## config.mk

```make
export PLATFORM = sky130hd
export DESIGN_NAME = router_fsm
export DESIGN_NICKNAME = d
export VERILOG_FILES = /design/src/rtl/router_fsm_pkg.sv /design/src/rtl/router_wait_timer.sv /design/src/rtl/router_fsm.sv
export SDC_FILE = /design/constraint.sdc
export NUM_CORES = 1
export LEC_CHECK = 0
export CAP_MARGIN = 20
export CORE_UTILIZATION = 34
export DETAILED_ROUTE_END_ITERATION = 8
export PLACE_DENSITY = 0.72
export SLEW_MARGIN = 25
export SYNTH_ARGS = -nofsm -noshare
export SYNTH_HDL_FRONTEND = slang
export SYNTH_SLANG_ARGS = --single-unit
```

## constraint.sdc

```tcl
create_clock -name clk -period 1.3 [get_ports clk]
set_clock_uncertainty 0.2 [all_clocks]
set_input_delay 0.325 -clock clk [delete_from_list [all_inputs] [get_ports clk]]
set_output_delay 0.325 -clock clk [all_outputs]
set_load 0.005 [all_outputs]
```

## src/rtl/router_fsm_pkg.sv

```systemverilog
// Shared types and constants for the 1x3 router packet-sequencing controller.
package router_fsm_pkg;

  // Controller states. The 3-bit encoding is shared with the register block and synchronizer.
  typedef enum logic [2:0] {
    StDecodeAddress    = 3'd0,
    StLoadFirstData    = 3'd1,
    StLoadData         = 3'd2,
    StFifoFullState    = 3'd3,
    StLoadAfterFull    = 3'd4,
    StLoadParity       = 3'd5,
    StCheckParityError = 3'd6,
    StWaitTillEmpty    = 3'd7
  } state_e;

  localparam logic [1:0] Port0       = 2'd0;
  localparam logic [1:0] Port1       = 2'd1;
  localparam logic [1:0] Port2       = 2'd2;
  localparam logic [1:0] AddrInvalid = 2'b11;

  // Pick the per-port flag for a port address. The invalid address selects nothing.
  function automatic logic port_sel(input logic [2:0] flags, input logic [1:0] addr);
    logic sel;
    case (addr)
      Port0:   sel = flags[0];
      Port1:   sel = flags[1];
      Port2:   sel = flags[2];
      default: sel = 1'b0;
    endcase
    return sel;
  endfunction

endpackage

```

## src/rtl/router_wait_timer.sv

```systemverilog
// Dwell counter for the router controller's waiting states; flags the last allowed cycle.
module router_wait_timer #(
  parameter int unsigned WAIT_LIMIT = 64
) (
  input  logic clk,
  input  logic rst,
  input  logic run_i,
  output logic expire_o
);

  localparam int unsigned CntW = (WAIT_LIMIT > 1) ? $clog2(WAIT_LIMIT) : 1;

  logic [CntW-1:0] cnt_q, cnt_d;

  // Count while the controller stays put in a waiting state, otherwise restart from zero.
  always_comb begin
    cnt_d = run_i ? cnt_q + 1'b1 : '0;
  end

  // Counter register with synchronous reset.
  always_ff @(posedge clk) begin
    if (rst) begin
      cnt_q <= '0;
    end else begin
      cnt_q <= cnt_d;
    end
  end

  assign expire_o = (cnt_q == CntW'(WAIT_LIMIT - 1));

endmodule

```

## src/rtl/router_fsm.sv

```systemverilog
// Packet-sequencing controller of the 1x3 router: decodes the header address, waits for the
// destination FIFO, and drives load strobes with FIFO-full back-pressure and parity handling.
// Optional abort of long waits is enabled by defining ROUTER_FSM_TIMEOUT_EN.
module router_fsm
  import router_fsm_pkg::*;
#(
  parameter int unsigned WAIT_LIMIT = 64
) (
  input  logic       clk,
  input  logic       rst,
  input  logic       pkt_valid,
  input  logic [1:0] d_in,
  input  logic       parity_done,
  input  logic       low_pkt_valid,
  input  logic       fifo_full,
  input  logic       fifo_empty_0,
  input  logic       fifo_empty_1,
  input  logic       fifo_empty_2,
  input  logic       sft_rst_0,
  input  logic       sft_rst_1,
  input  logic       sft_rst_2,
  output logic       detect_addr,
  output logic       lfd_state,
  output logic       ld_state,
  output logic       laf_state,
  output logic       full_state,
  output logic       rst_int_reg,
  output logic       wr_en_reg,
  output logic       busy,
  output logic       timeout_err
);

  state_e     state_q, state_d;
  logic [1:0] addr_q, addr_d;
  logic       timeout_err_q, timeout_err_d;

  logic [2:0] empty_vec;
  logic [2:0] sft_vec;
  logic       in_wait;
  logic       sft_hit;
  logic       expire;

  assign empty_vec = {fifo_empty_2, fifo_empty_1, fifo_empty_0};
  assign sft_vec   = {sft_rst_2, sft_rst_1, sft_rst_0};
  assign in_wait   = (state_q == StFifoFullState) || (state_q == StWaitTillEmpty);
  // Only the port currently being served can kick the controller back to decode.
  assign sft_hit   = (state_q != StDecodeAddress) && port_sel(sft_vec, addr_q);

`ifdef ROUTER_FSM_TIMEOUT_EN
  logic timer_expire;

  // Run only while the state is held, so entry and exit both restart the count.
  router_wait_timer #(
    .WAIT_LIMIT(WAIT_LIMIT)
  ) u_wait_timer (
    .clk      (clk),
    .rst      (rst),
    .run_i    (in_wait && (state_d == state_q)),
    .expire_o (timer_expire)
  );

  assign expire = in_wait && timer_expire;
`else
  assign expire = 1'b0;
`endif

  // Next-state, address capture and abort pulse.
  always_comb begin
    state_d       = state_q;
    addr_d        = addr_q;
    timeout_err_d = 1'b0;

    if ((state_q == StDecodeAddress) && pkt_valid && (d_in != AddrInvalid)) begin
      addr_d = d_in;
    end

    if (sft_hit) begin
      state_d = StDecodeAddress;
    end else if (expire) begin
      state_d       = StDecodeAddress;
      timeout_err_d = 1'b1;
    end else begin
      unique case (state_q)
        StDecodeAddress: begin
          if (pkt_valid && (d_in != AddrInvalid)) begin
            state_d = port_sel(empty_vec, d_in) ? StLoadFirstData : StWaitTillEmpty;
          end
        end
        StLoadFirstData: state_d = StLoadData;
        StLoadData: begin
          if (fifo_full)       state_d = StFifoFullState;
          else if (!pkt_valid) state_d = StLoadParity;
        end
        StFifoFullState: begin
          if (!fifo_full) state_d = StLoadAfterFull;
        end
        StLoadAfterFull: begin
          if (parity_done)        state_d = StDecodeAddress;
          else if (low_pkt_valid) state_d = StLoadParity;
          else                    state_d = StLoadData;
        end
        StLoadParity: state_d = StCheckParityError;
        StCheckParityError: begin
          state_d = fifo_full ? StFifoFullState : StDecodeAddress;
        end
        StWaitTillEmpty: begin
          if (port_sel(empty_vec, addr_q)) state_d = StLoadFirstData;
        end
        default: state_d = StDecodeAddress;
      endcase
    end
  end

  // State, captured address and abort flag registers.
  always_ff @(posedge clk) begin
    if (rst) begin
      state_q       <= StDecodeAddress;
      addr_q        <= Port0;
      timeout_err_q <= 1'b0;
    end else begin
      state_q       <= state_d;
      addr_q        <= addr_d;
      timeout_err_q <= timeout_err_d;
    end
  end

  // Moore outputs decoded from the registered state.
  always_comb begin
    detect_addr = (state_q == StDecodeAddress);
    lfd_state   = (state_q == StLoadFirstData);
    ld_state    = (state_q == StLoadData);
    laf_state   = (state_q == StLoadAfterFull);
    full_state  = (state_q == StFifoFullState);
    rst_int_reg = (state_q == StCheckParityError);
    wr_en_reg   = (state_q == StLoadData) || (state_q == StLoadParity) ||
                  (state_q == StLoadAfterFull);
    busy        = !((state_q == StDecodeAddress) || (state_q == StLoadData));
    timeout_err = timeout_err_q;
  end

endmodule

```

# ---- Yosys cells after proc, flatten, opt, wreduce, memory -nomap -nowiden
# Cells that the tools add are included.
dict set report totals {
  out_inout_bits 9
  input_bits 14
  elab_cells 50
  regBits 5
}
dict set report classes {
  eq_ne 16
  mux 18
  reduce_logical 14
}
# cell n
set op_table {}
lappend op_table {{$mux W3} 8}
lappend op_table {{$pmux W3 S8} 1}
lappend op_table {{$eq A3 B3 Y1 const B} 4}
lappend op_table {{$pmux W1 S3} 3}
lappend op_table {{$eq A3 B2 Y1 const B} 2}
lappend op_table {{$mux W1} 5}
lappend op_table {{$eq A2 B1 Y1 const B} 2}
lappend op_table {{$eq A2 B2 Y1 const B} 2}
lappend op_table {{$logic_and A1 B1 Y1} 4}
lappend op_table {{$logic_not A2 Y1} 2}
lappend op_table {{$ne A2 B1 Y1 const B} 2}
lappend op_table {{$ne A2 B2 Y1 const B} 2}
lappend op_table {{$reduce_and A4 Y1} 1}
lappend op_table {{$eq A3 B1 Y1 const B} 1}
lappend op_table {{$logic_not A3 Y1} 1}
lappend op_table {{$logic_or A1 B1 Y1} 3}
lappend op_table {{$ne A3 B3 Y1 const B} 1}
lappend op_table {{$reduce_bool A3 Y1} 1}
lappend op_table {{$mux W2} 1}
lappend op_table {{$reduce_or A2 Y1} 1}
lappend op_table {{$logic_not A1 Y1} 1}

# ---- Longest topological paths before layout
# Gate-level depths: netlist of the first run.
dict set report logic_depth {
  depth_word 8
  depth_mapped 5
  ltp_nobuf 4
}

# ---- Least setup slack after synthesis of the first run
# Ideal clock, no wire load.
dict set report synth_path {
  path_type {flip-flop to output port}
  from {register state_q[2]}
  to {output port laf_state}
  path_buffers 1
  t_arrival_ps 844
  slack_ps -69
  stages_incl_launch_ff 4
  t_required_ps 775
  path_cell_list {dfxtp_1 buf_2 inv_2 nor3_1}
}
dict set report synth_via {
  elab_chain_len 1
}
# item line_no
set synth_lines {}
lappend synth_lines {{start, declared} router_fsm.sv:33} ;# state_e state_q, state_d;
lappend synth_lines {{start signal, assigned} router_fsm.sv:117} ;# state_q <= StDecodeAddress;
lappend synth_lines {{start signal, assigned} router_fsm.sv:121} ;# state_q <= state_d;
lappend synth_lines {{$eq A3 B3 Y1} router_fsm.sv:132} ;# laf_state = (state_q == StLoadAfterFull);
lappend synth_lines {{end, declared} router_fsm.sv:25} ;# output logic laf_state,
# No other way between the ends.

# ---- Worst setup path after layout of the first run
dict set report layout_path {
  from {register state_q[0]}
  to {output port busy}
}
dict set report layout_via {
  elab_chain_len 3
  elab_cells_between_ends 4
  cone_classes {eq/ne (1); reduce/logical (3)}
}
# item line_no
set layout_lines {}
lappend layout_lines {{$eq A3 B2 Y1 / $logic_not A3 Y1 (equally long branches)} router_fsm.sv:137} ;# busy = !((state_q == StDecodeAddress) || (state_q == StLoadData));
lappend layout_lines {{$logic_or A1 B1 Y1 (*)} router_fsm.sv:137}
lappend layout_lines {{$logic_not A1 Y1 (*)} router_fsm.sv:137}
lappend layout_lines {{end, declared} router_fsm.sv:29} ;# output logic busy,
# Every way passes the cells marked *; elsewhere a longest branch is shown, timed or not.

==> run_results.csv, run 1 <==
group,metric,value,unit
timing,clock.fmax,631,MHz
routing,wl_met3,58,um
routing,drt_first_pass_iters,4,
place,io_buffers,21,
floorplanning,die_w,38.8,um
routing,drc,0,
floorplanning,die_area,1510,um2
layout,antennaDiodeCount,0,
routing,wl_per_cell,12.4,um
clocking,clk_latency,0.24,ns
setup_path,r2r_start,"state_q[0]$_SDFFE_PP0P_",
setup_path,r2r_end,"state_q[0]$_SDFFE_PP0P_",
yosys,synth_warnings,0,
yosys,ys_seq_elements,5,
power_and_ir_drop,power.internal,0.00100,W
timing,finalCritPeriodShare,122,%
timing,totalNegativeSetupSlack,-2.59,ns
layout,drive_gt1_share,44.6,%
layout,fin_nets,116,
grt,grt_pass1_wl,2100,um
floorplanning,ios,23,
place,gp_congestion,0.810,
yosys,synth_nets,78,
setup_path,crit_required,0.77,ns
layout,final_area,862,um2
timing,layout_min_cycle_time,1.58,ns
setup_path,crit_type,"flop to output pin",
min_path,hp-class,"flop to flop",
min_path,hold_end,"addr_q[0]$_SDFFE_PP0P_",
grt,track_usage,20.7,%
yosys,netlist_area,460,um2
grt,antenna_found_initial,0,
clocking,cts_root_buf,"clkbuf_4",
yosys,synth_cells,64,
power_and_ir_drop,p_switching,0.000697,W
timing,finalSetupViolations,13,
clocking,cts-hold-fix-buffers,0,
clocking,clkSinkCount,5,
floorplanning,die-height,38.8,um
power_and_ir_drop,combPwrFrac,70.8,%
setup_path,critPathMaxFanout,6,
yosys,seq_area_frac_synth,21.7,%
grt,grt_overflow,0,
floorplanning,core,1190,um2
setup_path,cp-end-kind,"output pin",
power_and_ir_drop,p_leak,0.391,nW
setup_path,cp_slowest_cell,"dfxtp_4",
routing,met1_length,626,um
clocking,cts_tree,"yes",
clocking,cts_buffer_depth,2,
setup_path,cp.buffers_inverters,2,
setup_path,startpoint_type,"flop",
layout,utilization,72.7,%
floorplanning,placementRows,12,
grt,grt_pass1_vias,503,
clocking,clk_pin_slew_worst_paths,0.04,ns
yosys,synth.distinct_cells,30,
setup_path,cp.arrival,1.06,ns
clocking,cts-htree-levels,1,
setup_path,reg2reg_slack,-0.28,ns
outcome,violations,"negative setup slack",
setup_path,crit_family,"flip-flops",
power_and_ir_drop,netSwitchingFraction,41.0,%
outcome,status,"finished, violations left",
yosys,synth_edf_count,0,
routing,dr.max_layer_used,"met3",
routing,wirelength,1430,um
layout,syn2layout_area_growth,87.2,%
power_and_ir_drop,power.density,1970,nW/um2
timing,finalHoldViolations,0,
yosys,synth_top_flop_cell,"dfxtp_1",
clocking,cts_post_setup_buffers_inserted,0,
place,placed_area,803,um2
clocking,numCtsBuffers,3,
setup_path,rr_worst_depth,6,
power_and_ir_drop,ir_drop,0.00111,V
min_path,holdPathStages,1,
min_path,hold_start,"addr_q[0]$_SDFFE_PP0P_",
power_and_ir_drop,seq_power_share,19.0,%
timing,hold_ws,0.342,ns
timing,finalMaxSlewViolations,0,
routing,drtAntennaViolNets,0,
grt,grt_max_degree,9,
timing,finalWorstSetupSlack,-0.285,ns
setup_path,slowest_delay,0.35,ns
routing,routed_via_density,5.21,
place,dp_hpwl,1070,um
routing,wl_met2,740,um
setup_path,path_cells,"buf_12, or2_1, buf_2",
routing,vias,599,
timing,rsz0062_at_grt,"yes",
place,dp_slack,-0.489,ns
power_and_ir_drop,clockPowerShare,10.2,%
floorplanning,initial_core_util,38.8,%
yosys,async_flop_share,0,%
yosys,syn_avg_cell_area,7.19,um2
job,drv_cap,0,
routing,dr.first_iter.drc_count,11,
-- what timing repair did --
item / in CTS / in global routing
cloned: 0 / 0
resized for setup: 43 / 8
setup endpoints to repair: 13 / 13
pin swaps: 2 / 6
-- metal layers --
layer	GRT usage, %	up-vias
met5	0	-
li1	-	305
met3	6.94	0
met2	34.2	13
met4	2.59	0
met1	26.4	281
-- synth_stat cells (all sizes together), types with 2 or more instances --
master	instances	area [um2]
a21oi	6	33.8
a31oi	3	18.8
and3	2	12.5
buf	4	25.0
dfxtp	5	100
inv	5	18.8
mux2i	3	30.0
nand2	5	18.8
nand3b	4	30.0
nor2	6	22.5
nor3	3	26.3
o21ai	3	15.0
o22ai	3	18.8
-- worst max path at each step --
| stage | start | endpoint | slack, ns | depth (start not counted) |
|---|---|---|---|---|
| after floorplan | state_q[2]$_SDFFE_PP0P_ | laf_state | -0.01 | 3 |
| after global placement | d_in[1] | state_q[1]$_SDFFE_PP0P_ | -0.48 | 5 |
| after detailed placement | d_in[1] | state_q[1]$_SDFFE_PP0P_ | -0.49 | 5 |
| after CTS | state_q[0]$_SDFFE_PP0P_ | busy | -0.29 | 3 |
| after global routing | state_q[0]$_SDFFE_PP0P_ | detect_addr | -0.31 | 3 |
| final | state_q[0]$_SDFFE_PP0P_ | busy | -0.28 | 3 |
-- worst reg2reg max path, cell delays in order, from the launching register on --
cell and delay (ns):
dfxtp_4 0.35, buf_12 0.13, or2_1 0.21, buf_4 0.14, o221ai_4 0.19, a21oi_2 0.11
and2_1 0.14
-- area by class of cell --
cell class	instances	area (um2)
sequential	5	110
fill	96	324
timing repair buffer	37	313
inverter	5	18.8
clock buffer	4	26.3
tap	14	17.5
multi-input combinational	50	377
-- stage by stage --
step,total power [W],cells
final,0.00170,115
after global routing,0.00181,115
after CTS,0.00163,115
after detailed placement,0.00144,111
after global placement,0.00142,111
after floorplan,0.000847,64
-- cell families after synthesis --
family	Yosys count	share of synthesized area, %
muxes	3	6.52
buffers and inverters	9	9.51
and+or+nand+nor	25	31.5
DFF	5	21.7
AOI/OAI and AO/OA	21	29.9
other	1	0.814
-- power by group through the flow --
stage	Combinational, W	Clock (W)	Sequential, W
after global routing	0.00130	0.000184	0.000330
after floorplan	0.000571	0	0.000276
after detailed placement	0.00114	0	0.000291
after CTS	0.00114	0.000177	0.000319
final	0.00120	0.000172	0.000323
after global placement	0.00113	0	0.000290
-- layout by cell type, fill, tap and decap left out, drive strengths merged, types with 2 or more instances in the layout --
| master | netlist | routed |
|---|---|---|
| o22ai | 3 | 3 |
| a21oi | 6 | 6 |
| a31oi | 3 | 3 |
| clkbuf | 0 | 4 |
| nor3 | 3 | 3 |
| and3 | 2 | 2 |
| buf | 4 | 24 |
| inv | 5 | 5 |
| mux2i | 3 | 3 |
| o21ai | 3 | 3 |
| clkdlybuf4s50 | 0 | 12 |
| nor2 | 6 | 6 |
| dfxtp | 5 | 5 |
| nand2 | 5 | 5 |
| nand3b | 4 | 4 |
-- registers in the layout, summed over array words and instances, names as in the netlist --
| signal | count |
|---|---|
| state_q | 3 |
| addr_q | 2 |
Note: power is estimated with default switching activity, not from simulation.
==> run 2, diff against run 1 <==
ABC_CLOCK_PERIOD_IN_PS = 1300   (was default)
SKIP_CTS_REPAIR_TIMING = 1   (was default)
==> run 2 against run 1 <==
Effect of this change:
- the flow still finishes with violations (negative setup slack)
- core utilization is 1.4 points lower
- global-route usage down 1.6 points
- setup slack got worse by 0.0024 ns
- critical path type is now flop to flop
- largest cell class unchanged
==> run_results.csv, run 2 (synthesis gave the netlist of run 1 again) <==
group,metric,value,unit
outcome,status,"finished, violations left",
outcome,violations,"negative setup slack",
floorplanning,ios,23,
setup_path,slowest_delay,0.35,ns
routing,drt_first_pass_iters,4,
floorplanning,die_area,1510,um2
layout,drive_gt1_share,40.6,%
power_and_ir_drop,p_leak,0.383,nW
layout,fin_nets,116,
grt,grt_overflow,0,
power_and_ir_drop,power.density,1950,nW/um2
setup_path,crit_required,1.23,ns
clocking,numCtsBuffers,3,
setup_path,cp-end-kind,"flop",
floorplanning,core,1190,um2
layout,final_common_cell,"buf_4",
floorplanning,die-height,38.8,um
floorplanning,placementRows,12,
grt,grt_max_degree,9,
setup_path,startpoint_type,"flop",
grt,grt_pass1_vias,488,
timing,finalWorstSetupSlack,-0.287,ns
layout,utilization,71.3,%
layout,final_cell_mix,"buf_4 (13), clkdlybuf4s50_1 (12), nand2_1 (5), a21oi_1 (5), buf_2 (5)",
clocking,cts_buffer_depth,2,
routing,drc,0,
timing,finalCritPeriodShare,122,%
timing,layout_min_cycle_time,1.59,ns
timing,finalMaxSlewViolations,0,
routing,vias,593,
layout,largest_reg_flops,3,
routing,dr.first_iter.drc_count,14,
layout,largest_register,"state_q",
floorplanning,initial_core_util,38.8,%
routing,dr.max_layer_used,"met3",
clocking,clk_latency,0.24,ns
clocking,cts_tree,"yes",
grt,grt_pass1_wl,1990,um
layout,antennaDiodeCount,0,
setup_path,cp.arrival,1.51,ns
clocking,clkSinkCount,5,
timing,clock.fmax,630,MHz
routing,wirelength,1390,um
place,gp_congestion,0.810,
floorplanning,die_w,38.8,um
clocking,clk_pin_slew_worst_paths,0.04,ns
clocking,cts_root_buf,"clkbuf_4",
routing,wl_met2,667,um
min_path,hp-class,"flop to flop",
timing,finalSetupViolations,13,
timing,totalNegativeSetupSlack,-2.58,ns
grt,antenna_found_initial,0,
grt,track_usage,19.1,%
setup_path,path_cells,"buf_12, or2_1, buf_4, o221ai_4, a21oi_4, and2_1",
place,io_buffers,21,
setup_path,cp_slowest_cell,"dfxtp_4",
job,drv_cap,0,
layout,top_regs,"state_q: 3 flops, addr_q: 2 flops",
routing,wl_met3,45,um
place,dp_hpwl,1070,um
clocking,cts-htree-levels,1,
routing,routed_via_density,5.16,
routing,met1_length,672,um
setup_path,crit_type,"flop to flop",
power_and_ir_drop,ir_drop,0.00111,V
routing,drtAntennaViolNets,0,
layout,syn2layout_area_growth,83.7,%
routing,wl_per_cell,12.0,um
timing,finalHoldViolations,0,
timing,rsz0062_at_grt,"yes",
setup_path,critPathMaxFanout,6,
-- run 2: power by group --
part / internal (W) / total (W) / leakage, nW / switching, W
combinational: 0.000639 / 0.00116 / 0.325 / 0.000519
clock: 0.000116 / 0.000171 / 0.0150 / 0.0000559
sequential: 0.000227 / 0.000322 / 0.0428 / 0.0000948
total: 0.000982 / 0.00165 / 0.383 / 0.000670
-- run 2: path summary, 6_finish.rpt --
kind         slack (ns)  cells after the start               startpoint                      end
min                0.34                      1   addr_q[0]$_SDFFE_PP0P_   addr_q[0]$_SDFFE_PP0P_
min reg2reg        0.34                      1   addr_q[0]$_SDFFE_PP0P_   addr_q[0]$_SDFFE_PP0P_
max reg2reg       -0.29                      6  state_q[0]$_SDFFE_PP0P_  state_q[0]$_SDFFE_PP0P_
max               -0.29                      6  state_q[0]$_SDFFE_PP0P_  state_q[0]$_SDFFE_PP0P_
-- run 2: layout make-up --
type	count	area [um2]
fill	96	340
multi-input combinational	50	362
tap	14	17.5
clock buffer	4	26.3
inverter	5	18.8
timing repair buffer	37	313
sequential	5	109
-- run 2: metal layers --
layer / GRT usage, % / up-vias
met5: 0 / -
met4: 2.59 / 0
met3: 6.94 / 0
met2: 27.9 / 13
met1: 27.1 / 274
li1: - / 306
-- run 2: worst max-delay path: cells and delay by family, from the launching register on --
kind | cells | cell delay [ns]
flops | 1 | 0.35
simple gates | 2 | 0.35
compound gates | 2 | 0.31
buf+inv | 2 | 0.27
-- run 2: through the flow --
stage	setup WS, ns	instances	power (W)	cell area [um2]	hold slack (ns)
4_1_cts	-0.700	115	0.00162	830	0.340
2_1_floorplan	-0.0140	64	0.000847	477	0.204
6_report	-0.287	115	0.00165	846	0.336
3_3_place_gp	-0.477	111	0.00142	803	0.325
5_1_grt	-0.312	115	0.00176	846	0.352
3_5_place_dp	-0.489	111	0.00144	803	0.330
